**config.mk**
```make
export PLATFORM = sky130hd
export DESIGN_NAME = wb_arbiter
export DESIGN_NICKNAME = d
export VERILOG_FILES = /design/src/rtl/wb_arbiter_pkg.sv /design/src/rtl/wb_arbiter_rr.sv /design/src/rtl/wb_arbiter.sv
export SDC_FILE = /design/constraint.sdc
export NUM_CORES = 1
export LEC_CHECK = 0
export CORE_MARGIN = 2
export CORE_UTILIZATION = 43
export CTS_CLUSTER_SIZE = 10
export DETAILED_ROUTE_END_ITERATION = 8
export GPL_ROUTABILITY_DRIVEN = 0
export PLACE_DENSITY = 0.93
export SETUP_SLACK_MARGIN = 0.2
export SYNTH_ARGS = -nofsm -noshare
export SYNTH_HDL_FRONTEND = slang
export SYNTH_SLANG_ARGS = --single-unit
```
**constraint.sdc**
```tcl
create_clock -name clock -period 13.4 [get_ports clock]
set_input_delay 4.02 -clock clock [delete_from_list [all_inputs] [get_ports clock]]
set_output_delay 4.02 -clock clock [all_outputs]
set_load 0.03 [all_outputs]
```
**src/rtl/wb_arbiter_pkg.sv**
```systemverilog
// Shared CPU writeback definitions: requester count, payload layout and
// source indices for the result producers feeding the writeback port.
package wb_arbiter_pkg;

  localparam int NUM_WB_REQ = 3;
  localparam int WB_DATA_W  = 32;
  localparam int WB_RD_W    = 5;

  localparam logic [1:0] SRC_ALU = 2'd0;
  localparam logic [1:0] SRC_MUL = 2'd1;
  localparam logic [1:0] SRC_LSU = 2'd2;

  typedef struct packed {
    logic [WB_RD_W-1:0]   rd;
    logic [WB_DATA_W-1:0] value;
    logic                 wen;
  } wb_payload_t;

  // x0 is hardwired to zero, so a write to it must never reach the regfile.
  function automatic logic wb_wen_eff(input logic wen, input logic [WB_RD_W-1:0] rd);
    return wen & (rd != '0);
  endfunction

endpackage

```
**src/rtl/wb_arbiter_rr.sv**
```systemverilog
// Round-robin grant: first requester at or after ptr, scanning upward
// modulo N. Produces a one-hot grant, or zero when nobody requests.
module rr_arbiter
  import wb_arbiter_pkg::*;
#(
  parameter int N     = NUM_WB_REQ,
  parameter int PTR_W = (N > 1) ? $clog2(N) : 1
) (
  input  logic [N-1:0]     req,
  input  logic [PTR_W-1:0] ptr,
  output logic [N-1:0]     grant
);

  logic found;

  always_comb begin
    grant = '0;
    found = 1'b0;
    for (int k = 0; k < N; k++) begin
      for (int i = 0; i < N; i++) begin
        if (!found && req[i] && (i == (int'(ptr) + k) % N)) begin
          grant[i] = 1'b1;
          found    = 1'b1;
        end
      end
    end
  end

endmodule

```
**src/rtl/wb_arbiter.sv**
```systemverilog
// Writeback arbiter: picks one result producer per cycle round-robin into
// a single registered writeback slot, and counts arbitration-loss cycles.
module wb_arbiter
  import wb_arbiter_pkg::*;
#(
  parameter int NUM_REQ = NUM_WB_REQ,
  parameter int DATA_W  = WB_DATA_W,
  parameter int SRC_W   = (NUM_REQ > 1) ? $clog2(NUM_REQ) : 1
) (
  input  logic                           clock,
  input  logic                           reset,
  input  logic [NUM_REQ-1:0]             req_valid,
  output logic [NUM_REQ-1:0]             req_ready,
  input  logic [NUM_REQ-1:0][WB_RD_W-1:0] req_rd,
  input  logic [NUM_REQ-1:0][DATA_W-1:0] req_value,
  input  logic [NUM_REQ-1:0]             req_wen,
  input  logic                           flush,
  output logic                           wb_valid,
  input  logic                           wb_ready,
  output logic [WB_RD_W-1:0]             wb_rd,
  output logic [DATA_W-1:0]              wb_value,
  output logic                           wb_wen,
  output logic [SRC_W-1:0]               wb_src,
  output logic [31:0]                    stall_cnt
);

  logic                 wb_valid_q, wb_valid_d;
  logic [WB_RD_W-1:0]   wb_rd_q, wb_rd_d;
  logic [DATA_W-1:0]    wb_value_q, wb_value_d;
  logic                 wb_wen_q, wb_wen_d;
  logic [SRC_W-1:0]     wb_src_q, wb_src_d;
  logic [SRC_W-1:0]     rr_ptr_q, rr_ptr_d;
  logic [31:0]          stall_cnt_q, stall_cnt_d;

  logic [NUM_REQ-1:0]   grant;
  logic [SRC_W-1:0]     gnt_idx;
  logic                 load_en;
  logic [2:0]           n_valid;
  logic [2:0]           stall_inc;
  logic [32:0]          stall_sum;

  rr_arbiter #(.N(NUM_REQ), .PTR_W(SRC_W)) u_rr (
    .req   (req_valid),
    .ptr   (rr_ptr_q),
    .grant (grant)
  );

  assign load_en   = !reset && !flush && (!wb_valid_q || wb_ready) && (|req_valid);
  assign req_ready = load_en ? grant : '0;

  always_comb begin
    gnt_idx    = '0;
    wb_rd_d    = wb_rd_q;
    wb_value_d = wb_value_q;
    wb_wen_d   = wb_wen_q;
    wb_src_d   = wb_src_q;
    rr_ptr_d   = rr_ptr_q;
    wb_valid_d = wb_valid_q;

    for (int i = 0; i < NUM_REQ; i++) begin
      if (grant[i]) gnt_idx = SRC_W'(i);
    end

    if (flush) begin
      wb_valid_d = 1'b0;
    end else if (load_en) begin
      wb_valid_d = 1'b1;
      for (int i = 0; i < NUM_REQ; i++) begin
        if (grant[i]) begin
          wb_rd_d    = req_rd[i];
          wb_value_d = req_value[i];
          wb_wen_d   = wb_wen_eff(req_wen[i], req_rd[i]);
        end
      end
      wb_src_d = gnt_idx;
      rr_ptr_d = SRC_W'((int'(gnt_idx) + 1) % NUM_REQ);
    end else if (wb_ready) begin
      wb_valid_d = 1'b0;
    end
  end

  // Flush cycles are not arbitration losses; nobody competes for the slot.
  always_comb begin
    n_valid = 3'd0;
    for (int i = 0; i < NUM_REQ; i++) begin
      n_valid = n_valid + 3'(req_valid[i]);
    end
    stall_inc = 3'd0;
    if (!flush) stall_inc = n_valid - 3'(load_en);
    stall_sum   = {1'b0, stall_cnt_q} + 33'(stall_inc);
    stall_cnt_d = stall_sum[32] ? 32'hFFFF_FFFF : stall_sum[31:0];
  end

  always_ff @(posedge clock) begin
    if (reset) begin
      wb_valid_q  <= 1'b0;
      wb_rd_q     <= '0;
      wb_value_q  <= '0;
      wb_wen_q    <= 1'b0;
      wb_src_q    <= '0;
      rr_ptr_q    <= '0;
      stall_cnt_q <= '0;
    end else begin
      wb_valid_q  <= wb_valid_d;
      wb_rd_q     <= wb_rd_d;
      wb_value_q  <= wb_value_d;
      wb_wen_q    <= wb_wen_d;
      wb_src_q    <= wb_src_d;
      rr_ptr_q    <= rr_ptr_d;
      stall_cnt_q <= stall_cnt_d;
    end
  end

  assign wb_valid  = wb_valid_q;
  assign wb_rd     = wb_rd_q;
  assign wb_value  = wb_value_q;
  assign wb_wen    = wb_wen_q;
  assign wb_src    = wb_src_q;
  assign stall_cnt = stall_cnt_q;

endmodule

```
# == Word-level counts from Yosys, hierarchy flattened ==
# Index checks and enable logic that the tools add are counted.
# W data, S select, Z words.
# classes
n_addsub,7
n_mul,0
n_div,4
order_cmp,0
eq_ne,6
shift,0
n_mux,32
bitwise_logic,4
n_reduce_logical,44
# ops
operator,count
$mux W32,4
$eq A2 B32 Y1 const A,3
$eq A3 B32 Y1 const A,3
$logic_not A32 Y1,3
$mod A32 B3 Y32 const B,3
$add A32 B3 Y33,1
$mod A3 B3 Y32 const B,1
$mux W1,22
$logic_and A1 B1 Y1,20
$mux W5,3
$reduce_bool A5 Y1,3
$logic_not A1 Y1,11
$add A2 B1 Y3 const B,2
$mux W3,2
$add A2 B1 Y3,1
$add A2 B2 Y3 const B,1
$and A1 B1 Y1,3
$reduce_and A3 Y1,1
$reduce_bool A3 Y1,1
$reduce_or A3 Y1,1
$sub A3 B1 Y3,1
$add A1 B1 Y2,1
$mux W2,1
$reduce_and A2 Y1,1
4 further kinds,4
# totals
reg_bits,75
latch_bits,0
ramBits,0
rom_bits,0
output_inout_bits,76
wordCells,104
memories,0

# == Depth between registers and ports, before layout ==
# Gate-level depths: netlist of the first run.
# depth
word_depth,39
mapped_depth,15
ltp_nobuf,14

# == Modules after synthesis ==
# From an unflattened synthesis of the first run, not the netlist that was laid out.
# unflattened
cells_unflattened,563
hier_area_um2,4271.6
# by_module_without_submodules
mod,instances,cells_per_inst,area_per_inst_um2
wb_arbiter,1,548,4151.5
rr_arbiter,1,15,120.1

# == Worst setup path after synthesis of the first run ==
# OpenSTA, ideal clock, no wires.
# synth_timing
path_kind,input-to-output
startpoint,in req_valid[2]
endpoint,out req_ready[1]
arrival_ns,5.162
required_ns,9.380
path_slack_ns,4.218
path_stages,6
n_path_buf,2
path_cell_list,inv_1 -> mux2i_1 -> o31a_1 -> clkbuf_1 -> buf_2 -> nor2_1
# synth_via
elab_chain_len,24
# synth_rtl
element,line_no,rtl
start: declaration,wb_arbiter.sv:12,"input logic [NUM_REQ-1:0] req_valid,"
$logic_and A1 B1 Y1 (2 in a row),wb_arbiter_rr.sv:21,if (!found && req[i] && (i == (int'(ptr) + k) % N)) begin
$mux W1,wb_arbiter_rr.sv:21,
$logic_not A1 Y1,wb_arbiter_rr.sv:21,
$logic_and A1 B1 Y1 (2 in a row),wb_arbiter_rr.sv:21,
$mux W1,wb_arbiter_rr.sv:21,
$logic_not A1 Y1,wb_arbiter_rr.sv:21,
$logic_and A1 B1 Y1 (2 in a row),wb_arbiter_rr.sv:21,
$mux W1,wb_arbiter_rr.sv:21,
[3 not listed],--,
$mux W1,wb_arbiter_rr.sv:21,
$logic_not A1 Y1,wb_arbiter_rr.sv:21,
$logic_and A1 B1 Y1 (2 in a row),wb_arbiter_rr.sv:21,
$mux W1,wb_arbiter_rr.sv:21,
$logic_not A1 Y1,wb_arbiter_rr.sv:21,
$logic_and A1 B1 Y1 (2 in a row),wb_arbiter_rr.sv:21,
$mux W1,wb_arbiter_rr.sv:21,
$mux W3 (*),wb_arbiter.sv:49,assign req_ready = load_en ? grant : '0;
end: declaration,wb_arbiter.sv:13,"output logic [NUM_REQ-1:0] req_ready,"
# Mark *: on every way between the ends. The rest lies on a longest branch, timed or not.

# == Worst setup path in the final report of the first run ==
# layout_timing
startpoint,in reset
endpoint,out req_ready[1]
# layout_via
elab_chain_len,5
# layout_rtl
element,line_no,rtl
start: declaration,wb_arbiter.sv:11,"input logic reset,"
$logic_not A1 Y1,wb_arbiter.sv:48,assign load_en = !reset && !flush && (!wb_valid_q || wb_ready) && (|req_valid);
$logic_and A1 B1 Y1 (3 in a row),wb_arbiter.sv:48,
$mux W3,wb_arbiter.sv:49,
# No other way between the ends.

==> summary.md, run 1 <==
| Metric | Value |
|---|---|
| GRT Resource Usage Total | 28.4% |
| Layout cells sized above 1 | 6.10% |
| Antenna violations before repair | 0 |
| Slew @ Worst Pin | 1130 ps |
| HP Start | wb_value[24]$_SDFFE_PP0P_ |
| Async S/R FF share, synth | 0% |
| Flop2flop setup slack | 9090 ps |
| CP Cell Sequence | clkdlybuf4s50_1 > buf_4 > or2_1 > or3_1 > nor2_1 > clkdlybuf4s50_1 |
| Hold Path Depth | 2 |
| PwrDens | 100 mW/mm2 |
| Min Hold Slack | 481 ps |
| Post-synthesis sequential area ratio | 39.8% |
| Vias in the first global route | 4041 |
| CP arrival | 6350 ps |
| LEAKAGE | 2.30 nW |
| Outcome | finished clean |
| Die ar. | 0.00941 mm2 |
| Final Cycle Share | 77.4% |
| Sink Count | 74 |
| Row count | 33 |
| Fmax | 96.4 MHz |
| Layout Utilization | 71.4% |
| Root Buffer | clkbuf_8 |
| Top_reg_cell synth | dfxtp_1 |
| Cell Area, Placed | 0.00570 mm2 |
| Worst ir drop on vdd | 60.6 uV |
| Slew HR | 24.3% |
| Reg-to-Reg End | stall_cnt[0]$_SDFF_PP0_ |
| Post-CTS setup buffer count | 0 |
| H-tree Lvls | 3 |
| Reg2Reg Depth | 13 |
| TritonCTS Buffers | 9 |
| # DRC | 0 |
| Synth Area per Inst | 9.27 um2 |
| Post-DP HPWL | 10200 um |
| Post-CTS resize count | 0 |
| Routed wire length | 13600 um |
| Hold bufs inserted after CTS | 0 |
| Fin. Hold Viols | 0 |
| Ports | 197 |
| Overflow after GRT | 0 |
| Final Setup Violations | 0 |
| DRT iter0 DRCs | 220 |
| Register bit total from synthesis | 74 |
| Largest net degree at the start of global routing | 40 |
| CTS max path bufs | 2 |
| I/O Buffers | 196 |
| EDFF count, synth | 0 |
| Min-delay worst type | flop to flop |
| Cell area after synthesis | 0.00372 mm2 |
| CP endpoint kind | output pin |
| Clk_lat worst skew | 350 ps |
| Unrepaired setup endpoints after global routing | no |
| CP max stage delay | 720 ps |
| Die Ht | 97.0 um |
| Initial Util | 44.8% |
| Wire per inst | 19.5 um |
| Post-synthesis cell type count | 51 |
| Maximum fanout along the worst path | 38 |
| Core area | 0.00830 mm2 |
| Pre-antenna DRT Iters | 4 |
| Skew final | 11.8 ps |
| Slowest cell on crit path | clkdlybuf4s50_1 |
| Final Net Count | 715 |
| Finished Cell Area | 0.00593 mm2 |
| Syn. warnings | 0 |
| Maxcap violations | 0 |
| Min Tclk post-route | 10370 ps |
| CP dominant cell by count | clkdlybuf4s50_1 |
| Final Max Tran Viols | 0 |
| Fin Setup TNS | 0 ps |
| ANT cells | 0 |
| Global-route wire length before repair | 21400 um |
| Area growth syn-to-layout | 59.4% |
| Crit path kind | input port to output pin |
| R2R Path Start | wb_valid$_SDFFE_PP0P_ |
| Hold EP | wb_value[24]$_SDFFE_PP0P_ |
| Worst Path Required | 9380 ps |
| Die X | 97.0 um |
| Worst Setup Start Kind | input port |
| Routed vias | 3926 |
| Via-per-instance ratio | 5.65 |
| Post-Syn Instances | 401 |
| Antenna Nets Post-Route | 0 |
| Clk slew on worst S/H paths | 80 ps |
| CTS tree | built |
| Post-Syn Nets | 531 |
| # fillers | 609 |
[synth_stat cells, drive strengths merged, types with 12 or more instances]
cell type  count  area (um2)
a21oi         31         155
a22oi         37         278
buf           17         103
dfxtp         74        1480
inv           12        45.0
mux2i         38         380
nand2         20        77.6
nor2          16        70.1
o21ai         42         210
xor2          14         123
[layout make-up]
class	instances	area [um2]	area share, %
Multi-Input combinational cell	289	2060	34.7
Timing Repair Buffer	199	1980	33.5
Tap cell	105	131	2.22
Sequential cell	74	1480	25.0
Clock buffer	10	138	2.32
Inverter	12	45.0	0.760
Clock inverter	6	90.1	1.52
[registers in the layout, indices dropped and copies added (netlist names)]
signal     flops
wb_rd          5
rr_ptr_q       2
wb_valid       1
wb_value      32
stall_cnt     32
wb_wen         1
wb_src         1
[critical path, delay by kind of cell]
kind	cells	cell delay (ps)
buffers and inverters	3	1390
and+or+nand+nor	3	930
[cell families after synthesis]
| kind of cell | synth area share [%] |
|---|---|
| AO/OA/AOI/OAI | 21.5 |
| AND/OR/NAND/NOR | 14.4 |
| multiplexers | 10.5 |
| buffers and inverters | 4.88 |
| flip-flops | 39.8 |
| adder cells (fa/ha/maj) | 3.43 |
| XOR/XNOR | 5.42 |
[cells in the final DEF, fill, tap and decap left out, types with 9 or more instances in the layout]
| master | count |
|---|---|
| a21oi_1 | 31 |
| a22oi_1 | 37 |
| clkbuf_8 | 10 |
| clkdlybuf4s50_1 | 196 |
| dfxtp_1 | 74 |
| inv_1 | 12 |
| mux2i_1 | 38 |
| nand2_1 | 19 |
| nand3_1 | 9 |
| nor2_1 | 14 |
| o21ai_0 | 38 |
| xnor2_1 | 9 |
| xor2_1 | 14 |
[routing by layer]
metal / vias up / track usage (%) / share of wire, %
met5: - / 0 / 0
met3: 38 / 7.88 / 7.0
met4: 0 / 12.1 / 3.6
li1: 1845 / - / -
met2: 164 / 50.6 / 52
met1: 1879 / 31.5 / 37
[how the worst max path moves through the flow]
stage                       startpoint           end  cells past startpoint
after floorplan           req_valid[2]  req_ready[1]                      6
after global routing             reset  req_ready[1]                      6
after CTS                        reset  req_ready[1]                      6
final                            reset  req_ready[1]                      6
after global placement           reset  req_ready[1]                      6
after detailed placement         reset  req_ready[1]                      6
[per-stage QoR]
step                total power, mW  setup slack (ps)  cells
floorplan                     0.320              4220    401
global placement              0.394              3080    679
detailed placement            0.399              3030    679
CTS                           0.597              3020    695
global route                  0.616              2960    695
finish                        0.594              3030    695
[power breakdown]
group	switching, mW	internal, mW	leakage (nW)
logic	0.0758	0.0763	1.59
registers	0.00918	0.235	0.604
clock network	0.0875	0.110	0.112
total	0.173	0.422	2.30
Power figures use the tool's default switching activity.
==> run 2: changes to the inputs <==
CORE_UTILIZATION = 40   (was 43)
PLACE_DENSITY = 0.88   (was 0.93)
clock period = 9.93 ns   (was 13.4 ns; I/O delays follow)
==> run 2 against run 1 <==
Non-clock buffer count stayed put. First-iteration DRC count is 45% lower. Design area is 0.44% lower. Critical path depth grew 2. Global-route usage decreased by 5.7 points. Clock skew is 2.4 ps lower. Clock-buffer cell count unchanged. Register-to-register slack worse by 3500 ps. Routed wire length down 11%. Largest power group unchanged. Highest routed layer unchanged.
==> summary.md, run 2 (synthesized netlist as in run 1, its figures left out) <==
| Metric | Value |
|---|---|
| Worst ir drop on vdd | 62.1 uV |
| Row count | 35 |
| DRT iter0 DRCs | 121 |
| Slew HR | 23.3% |
| Outcome | finished clean |
| Multi-input gate area | 0.00206 mm2 |
| Reg-to-Reg End | stall_cnt[0]$_SDFF_PP0_ |
| Ports | 197 |
| P_int | 536 uW |
| Slew @ Worst Pin | 1150 ps |
| Worst Path Required | 6950 ps |
| Overflow after GRT | 0 |
| Routed wire length | 12000 um |
| Unrepaired setup endpoints after global routing | no |
| Comb power frac | 26.5% |
| Routed vias | 3798 |
| H-tree Lvls | 3 |
| Storage cell area | 0.00148 mm2 |
| Share of total power in sequential cells | 43.2% |
| Flop2flop setup slack | 5640 ps |
| Reg2Reg Depth | 13 |
| Min-delay worst type | flop to flop |
| CP arrival | 5480 ps |
| Final Max Tran Viols | 0 |
| Fin Setup TNS | 0 ps |
| Root Buffer | clkbuf_8 |
| Hold bufs inserted after CTS | 0 |
| Die ar. | 0.0101 mm2 |
| ANT cells | 0 |
| Maxcap violations | 0 |
| Post-DP HPWL | 9010 um |
| Sink Count | 74 |
| Area growth syn-to-layout | 58.7% |
| Crit path kind | input port to output pin |
| Final Net Count | 715 |
| Vias in the first global route | 3822 |
| Total power | 763 uW |
| Maximum fanout along the worst path | 39 |
| CTS max path bufs | 2 |
| Setup WS post-layout | 1470 ps |
| Die Ht | 100 um |
| PwrDens | 129 mW/mm2 |
| Core area | 0.00911 mm2 |
| Largest net degree at the start of global routing | 40 |
| Skew final | 9.44 ps |
| Sw power | 226 uW |
| Hold EP | wb_value[14]$_SDFFE_PP0P_ |
| Fmax | 118 MHz |
| # DRC | 0 |
| Clock share of power | 30.3% |
| Initial Util | 40.8% |
| Commonest non-fill, non-tap cells in the layout | clkdlybuf4s50_1 (196), dfxtp_1 (74), mux2i_1 (38), o21ai_0 (38), a22oi_1 (37) |
| Fin. Hold Viols | 0 |
| LEAKAGE | 2.28 nW |
| Post-CTS setup buffer count | 0 |
| Layout cells sized above 1 | 5.93% |
| Global-route wire length before repair | 18400 um |
| Most common cell after layout, fill and taps aside | clkdlybuf4s50_1 |
| Worst Setup Start Kind | input port |
| # fillers | 756 |
| Antenna Nets Post-Route | 0 |
| I/O Buffers | 196 |
| Via-per-instance ratio | 5.42 |
| Min Tclk post-route | 8460 ps |
| Final Cycle Share | 85.2% |
| GRT Resource Usage Total | 22.7% |
| TritonCTS Buffers | 9 |
| CTS tree | built |
| CP endpoint kind | output pin |
| Hold Path Depth | 2 |
| Sw Ratio | 29.7% |
| Pre-antenna DRT Iters | 6 |
| Clk_lat worst skew | 340 ps |
| Wire per inst | 17.1 um |
| Antenna violations before repair | 0 |
| Die X | 100 um |
| Post-CTS resize count | 0 |
| Clk slew on worst S/H paths | 80 ps |
| Final Setup Violations | 0 |
| HP Start | wb_value[14]$_SDFFE_PP0P_ |
| Place WS | 1480 ps |
| R2R Path Start | wb_valid$_SDFFE_PP0P_ |
run 2: worst max-delay path by stage:
stage	start	endpoint
floorplan	req_valid[2]	req_ready[1]
global placement	reset	req_ready[2]
detailed placement	reset	req_ready[2]
CTS	reset	req_ready[2]
global route	reset	req_ready[2]
finish	reset	req_ready[2]
run 2: cell type report:
cell class                      instances  share of cell area [%]
Multi-Input combinational cell        289                    34.9
Sequential cell                        74                    25.1
Clock inverter                          6                    1.12
Tap cell                              111                    2.35
Timing Repair Buffer                  199                    33.6
Inverter                               12                   0.763
Clock buffer                           10                    2.16
run 2: critical path: stages:
cell             delay, ps
clkdlybuf4s50_1        400
buf_4                  260
or2_1                  340
nor2_1                 150
nand3_1                110
inv_1                   80
buf_4                  380
clkdlybuf4s50_1        760
run 2: per-stage QoR:
stage / instance area (um2) / cells / hold slack (ps) / utilization, %
2_1_floorplan: 3720 / 401 / 449 / -
3_3_place_gp: 5710 / 685 / 462 / 62.7
3_5_place_dp: 5710 / 685 / 472 / 62.7
4_1_cts: 5900 / 701 / 490 / 64.8
5_1_grt: 5900 / 701 / 518 / 64.8
6_report: 5900 / 701 / 487 / 64.8
run 2: metal layers:
| metal | vias up | routed length (um) | share of wire [%] | track usage [%] |
|---|---|---|---|---|
| li1 | 1839 | - | - | - |
| met1 | 1783 | 4870 | 41 | 27.2 |
| met2 | 158 | 6080 | 51 | 39.6 |
| met3 | 18 | 860 | 7.2 | 6.13 |
| met4 | 0 | 198 | 1.6 | 7.06 |
| met5 | - | 0 | 0 | 0 |
run 2: power groups by stage:
stage | Sequential, mW | Clock, mW | Combinational, mW
detailed placement | 0.336 | 0 | 0.202
CTS | 0.329 | 0.237 | 0.203
global placement | 0.335 | 0 | 0.198
floorplan | 0.373 | 0 | 0.0581
finish | 0.329 | 0.231 | 0.202
global route | 0.331 | 0.249 | 0.215
